`src/rtl/pipe_pkg.sv`:
```
// Shared widths, control-bit positions and the packed stage payload layout
// for the EX->MEM / MEM->WB pipeline registers.
package pipe_pkg;
  localparam int DATA_W = 32;
  localparam int RN_W   = 5;
  localparam int CTRL_W = 3;

  localparam int CTRL_WREG  = 0;
  localparam int CTRL_M2REG = 1;
  localparam int CTRL_WMEM  = 2;

  typedef struct packed {
    logic [CTRL_W-1:0] ctrl;
    logic [DATA_W-1:0] alu;
    logic [DATA_W-1:0] b;
    logic [RN_W-1:0]   rn;
  } stage_payload_t;
endpackage

```
`src/rtl/pipe_skid_buf.sv`:
```
// Two-entry skid buffer with a registered in_ready (no out_ready->in_ready
// combinational path) and a flush that empties both entries.
module pipe_skid_buf #(
  parameter int W = 8
) (
  input  logic         clock,
  input  logic         reset,
  input  logic         flush,
  input  logic         in_valid,
  output logic         in_ready,
  input  logic [W-1:0] in_data,
  output logic         out_valid,
  input  logic         out_ready,
  output logic [W-1:0] out_data
);
  logic         main_v, skid_v, rdy_q;
  logic [W-1:0] main_d, skid_d;
  logic         accept, advance;

  assign accept    = in_valid && rdy_q && !flush;
  assign advance   = !main_v || out_ready;
  assign in_ready  = rdy_q;
  assign out_valid = main_v;
  assign out_data  = main_d;

  // rdy_q always tracks !skid_v, so a beat never arrives while skid is full.
  always_ff @(posedge clock or posedge reset) begin
    if (reset) begin
      main_v <= 1'b0;
      skid_v <= 1'b0;
      rdy_q  <= 1'b1;
      main_d <= '0;
      skid_d <= '0;
    end else if (flush) begin
      main_v <= 1'b0;
      skid_v <= 1'b0;
      rdy_q  <= 1'b1;
    end else if (advance) begin
      if (skid_v) begin
        main_v <= 1'b1;
        main_d <= skid_d;
        skid_v <= 1'b0;
      end else begin
        main_v <= accept;
        if (accept) main_d <= in_data;
      end
      rdy_q <= 1'b1;
    end else if (accept) begin
      skid_v <= 1'b1;
      skid_d <= in_data;
      rdy_q  <= 1'b0;
    end
  end
endmodule

```
`src/rtl/pipe_em_stage.sv`:
```
// EX->MEM pipeline register with valid/ready, flush, bubble ctrl gating and a
// saturating stall counter. Define PIPE_EM_SKID_EN for the 2-entry skid build.
module pipe_em_stage #(
  parameter int DATA_W  = pipe_pkg::DATA_W,
  parameter int RN_W    = pipe_pkg::RN_W,
  parameter int CTRL_W  = pipe_pkg::CTRL_W,
  parameter int STALL_W = 16
) (
  input  logic               clock,
  input  logic               reset,
  input  logic               in_valid,
  output logic               in_ready,
  input  logic [CTRL_W-1:0]  in_ctrl,
  input  logic [DATA_W-1:0]  in_alu,
  input  logic [DATA_W-1:0]  in_b,
  input  logic [RN_W-1:0]    in_rn,
  input  logic               flush,
  output logic               out_valid,
  input  logic               out_ready,
  output logic [CTRL_W-1:0]  out_ctrl,
  output logic [DATA_W-1:0]  out_alu,
  output logic [DATA_W-1:0]  out_b,
  output logic [RN_W-1:0]    out_rn,
  output logic [STALL_W-1:0] stall_cnt
);
  import pipe_pkg::*;

  localparam int PW = CTRL_W + 2*DATA_W + RN_W;

  logic [PW-1:0]     in_pl, out_pl;
  logic              q_valid;
  logic [CTRL_W-1:0] ctrl_q;

  assign in_pl = {in_ctrl, in_alu, in_b, in_rn};

`ifdef PIPE_EM_SKID_EN
  pipe_skid_buf #(.W(PW)) u_skid (
    .clock     (clock),
    .reset     (reset),
    .flush     (flush),
    .in_valid  (in_valid),
    .in_ready  (in_ready),
    .in_data   (in_pl),
    .out_valid (q_valid),
    .out_ready (out_ready),
    .out_data  (out_pl)
  );
`else
  logic [PW-1:0] pl_q;

  assign in_ready = !q_valid || out_ready;
  assign out_pl   = pl_q;

  // Flush outranks accept; payload only moves on accept so stalls hold it.
  always_ff @(posedge clock or posedge reset) begin
    if (reset) begin
      q_valid <= 1'b0;
      pl_q    <= '0;
    end else if (flush) begin
      q_valid <= 1'b0;
    end else if (in_valid && in_ready) begin
      q_valid <= 1'b1;
      pl_q    <= in_pl;
    end else if (out_ready) begin
      q_valid <= 1'b0;
    end
  end
`endif

  assign out_valid = q_valid;
  assign {ctrl_q, out_alu, out_b, out_rn} = out_pl;
  // A bubble must never assert wreg/m2reg/wmem downstream.
  assign out_ctrl = ctrl_q & {CTRL_W{q_valid}};

  always_ff @(posedge clock or posedge reset) begin
    if (reset)
      stall_cnt <= '0;
    else if (q_valid && !out_ready && stall_cnt != {STALL_W{1'b1}})
      stall_cnt <= stall_cnt + 1'b1;
  end
endmodule
```
`config.mk`:
```
export PLATFORM = sky130hd
export DESIGN_NAME = pipe_em_stage
export DESIGN_NICKNAME = d
export VERILOG_FILES = /design/src/rtl/pipe_pkg.sv /design/src/rtl/pipe_skid_buf.sv /design/src/rtl/pipe_em_stage.sv
export SDC_FILE = /design/constraint.sdc
export NUM_CORES = 1
export LEC_CHECK = 0
export CAP_MARGIN = 20
export CORE_ASPECT_RATIO = 1.1
export CORE_UTILIZATION = 43
export CTS_CLUSTER_DIAMETER = 100
export DETAILED_ROUTE_END_ITERATION = 6
export GPL_ROUTABILITY_DRIVEN = 0
export PLACE_DENSITY = 0.8
export REMOVE_ABC_BUFFERS = 1
export SLEW_MARGIN = 0
export SYNTH_ARGS = -nofsm -noshare
export SYNTH_HDL_FRONTEND = slang
export SYNTH_SLANG_ARGS = --single-unit
```
`constraint.sdc`:
```
create_clock -name clock -period 4.5 [get_ports clock]
set_input_delay 1.35 -clock clock [delete_from_list [all_inputs] [get_ports clock]]
set_output_delay 1.35 -clock clock [all_outputs]
set_load 0.01 [all_outputs]
```
# [Yosys cells after proc, flatten, opt, wreduce, memory -nomap -nowiden]
# Cells that the tools add are included.
[totals] register_bits=89 out_inout_bits=90 word_cells=18
[op_classes] n_bitwise=2 eq_ne=1 addsub=1 mux=3 n_reduce_logical=8
[op_table] cell="$add 16x1->16 const B" n=1
[op_table] cell="$ne 16x16->1 const B" n=1
[op_table] cell="$and 3x3->3" n=1
[op_table] cell="$logic_and 1x1->1" n=3
[op_table] cell="$mux 1" n=3
[op_table] cell="$reduce_bool 3->1" n=1
[op_table] cell="$logic_not 1->1" n=2
[op_table] cell="$reduce_and 2->1" n=1
[op_table] cell="$logic_or 1x1->1" n=1
[op_table] cell="$not 1->1" n=1

# [Logic depth before layout (Yosys ltp)]
[depth] word_depth=5 ltp_mapped=5

# [Worst setup path before layout]
# OpenSTA, ideal clock, no wires.
[synth_timing] kind="input to output" start="input out_ready" end="output in_ready" path_stages=2 path_buffers=0 t_arrival_ns=1.688 slack_ns=1.462 cell_sequence="and2b_1 -> inv_2"
[synth_between] elab_chain_len=1
[synth_lines] item="from (decl)" line_no="pipe_em_stage.sv:19" source="input logic out_ready,"
[synth_lines] item="$logic_or 1x1->1" line_no="pipe_em_stage.sv:51" source="assign in_ready = !q_valid || out_ready;"
[synth_lines] item="to (decl)" line_no="pipe_em_stage.sv:12" source="output logic in_ready,"
# No other way between the ends.

# [Worst setup path after layout]
# Same ends and word-level chain as after synthesis.

==> flow_metrics.tcl <==
set metrics [dict create \
    area_growth_pct 33.8 \
    totalWireLength_um 8350 \
    cp_slowest_cell "clkdlybuf4s50_1" \
    cts_root_buf "clkbuf_8" \
    ys.flop_type "dfrtp_1" \
    ys_warn_count 0 \
    r2r_cells 5 \
    row_count 36 \
    path_buf_inv 3 \
    period_share 0.894 \
    synth_most_common_cell "dfrtp_1" \
    synth_largest_area_cell "dfrtp_1" \
    grt_pass1_wl_um 12900 \
    hp-class "register to register" \
    fin_hold_ws_ns 0.501 \
    max_freq_mhz 248 \
    cts_sinks 89 \
    die-width_um 95.0 \
    outcome "finished clean" \
    start_util 0.452 \
    synth_area_leaders "dfrtp_1, mux2_2, buf_4" \
    crit_chain "clkdlybuf4s50_1 -> and2b_1 -> inv_2 -> clkdlybuf4s50_1" \
    drt_iter0_drc 79 \
    ios 167 \
    max-slew-margin-rel 0.630 \
    fin_skew_ns 0.00711 \
    grt_overflow 0 \
    synth-seq-cells 89 \
    detail-route-antenna-nets 0 \
    instances_no_fill 522 \
    crit_family "buffers and inverters" \
    placed_cells 510 \
    synth-edff-count 0 \
    cellPowerDensity_nw_per_um2 376 \
    period_needed_ns 4.02 \
    post_drt_wl_per_cell_um 16.0 \
    htree_levels 3 \
    cap_violations 0 \
    async_flop_share 1.00 \
    grt_pass1_vias 2569 \
    holdBufCountCts 0 \
    synth_top_cell_area_share 0.544 \
    syn_inst 304 \
    die-height_um 104 \
    cts_resized 0 \
    path_clk_slew_ns 0.07 \
    grt_max_degree 73 \
    syn-cell-area_sq_um 4090 \
    numCtsBuffers 9 \
    ys_seq_area_frac 0.544 \
    post-cts-setup-buffers 0 \
    setup_tns_ns 0 \
    synth_common_cells "dfrtp_1, mux2_2, buf_4" \
    end_kind "primary output" \
    hold_viol 0 \
    rsz0062_at_grt "false" \
    fin_util 0.605 \
    synthDistinctLibCells 33 \
    startpoint_type "input port" \
    core_sq_um 9050 \
    p_leak_nw 2.24 \
    port-buffer-count 166 \
    crit_cells 4 \
    setup_viol 0 \
    crit_arrival_ns 2.67 \
    diodes 0 \
    dieArea_sq_um 9910 \
    worstSetupPathType "input port to primary output" \
    slew_viol_final 0 \
    dp_hpwl_um 6200 \
    grt_util_all_layers 0.171 \
    worst_pin_slew_ns 0.554 \
    drive_gt1_frac 0.238 \
    critPathMostFrequentCell "clkdlybuf4s50_1" \
    r2r_slack_ns 2.59 \
    cpPeakStageDelay_ns 0.56 \
    via_per_inst 4.90 \
    syn_avg_cell_area_sq_um 13.5 \
    insertion_delay_ns 0.34 \
    critical_path.max_fanout 7 \
    clock_tree.buffer_depth 2 \
    min_path_cells 1 \
    peakVddDrop_mv 0.211 \
    drc_errors 0 \
    via_count 2557 \
    antenna_found_initial 0 \
    first_pass_iters 4 \
    required_ns 3.15 \
    fin_nets 485 \
    cts_tree "yes" \
]
==> through the flow <==
stage | power [mW] | area [sq um] | worst slack [ns]
floorplan | 1.27 | 3480 | -3.13
global placement | 1.63 | 5340 | 0.463
detailed placement | 1.65 | 5340 | 0.476
CTS | 2.09 | 5480 | 0.466
global route | 2.17 | 5480 | 0.439
finish | 2.06 | 5480 | 0.475
==> area by class of cell <==
class	instances	area [sq um]
Fill cell	726	3580
Timing Repair Buffer	170	1700
Clock buffer	10	128
Sequential cell	89	2230
Clock inverter	2	10.0
Multi-Input combinational cell	135	1250
Inverter	2	8.76
Tap cell	114	143
==> placed cells by master (no fill, tap or decap), types with 3 or more instances in the layout <==
cell type        instances
a21oi_1                  3
a31oi_1                  3
and2_1                   3
buf_4                    3
clkbuf_8                 9
clkdlybuf4s50_1        166
clkinv_2                 3
dfrtp_1                 89
mux2_2                  72
nand2_1                  3
nand3_1                  8
nand4_1                  3
nor2_1                   7
nor3_1                   3
xnor2_1                  9
xor2_1                   3
==> layer usage <==
layer	vias to the layer above	track usage	part of all wire
met3	12	0.0329	0.068
li1	1174	-	-
met1	1266	0.192	0.40
met2	105	0.309	0.52
met4	0	0.0725	0.017
met5	-	0	0
==> path summary, 6_finish.rpt <==
path,startpoint,end
setup / recovery,out_ready,in_ready
hold / removal,stall_cnt[15],stall_cnt[15]
setup reg to reg,out_valid,out_pl[6]
hold reg to reg,stall_cnt[15],stall_cnt[15]
max in group asynchronous,reset,stall_cnt[11]
min in group asynchronous,reset,out_pl[18]
==> power by group <==
group / total [mW] / internal [mW] / leakage [nW] / switching, mW
Clock: 0.433 / 0.187 / 0.0737 / 0.246
Combinational: 0.602 / 0.394 / 1.09 / 0.208
Sequential: 1.02 / 0.933 / 1.07 / 0.0910
==> sequential cells by signal, indices dropped and copies added, names as in the netlist <==
register,cells
out_valid,1
stall_cnt,16
out_pl,72
==> kinds of logic after synthesis <==
kind of cell | after synthesis | synth area share
flip-flops | 89 | 0.544
AND/OR/NAND/NOR | 40 | 0.0612
adder cells (fa/ha/maj) | 1 | 0.00306
buffers and inverters | 80 | 0.150
multiplexers | 73 | 0.202
XOR/XNOR | 12 | 0.0257
AO/OA/AOI/OAI | 9 | 0.0138
No activity file was read; power rests on OpenSTA's default activity.
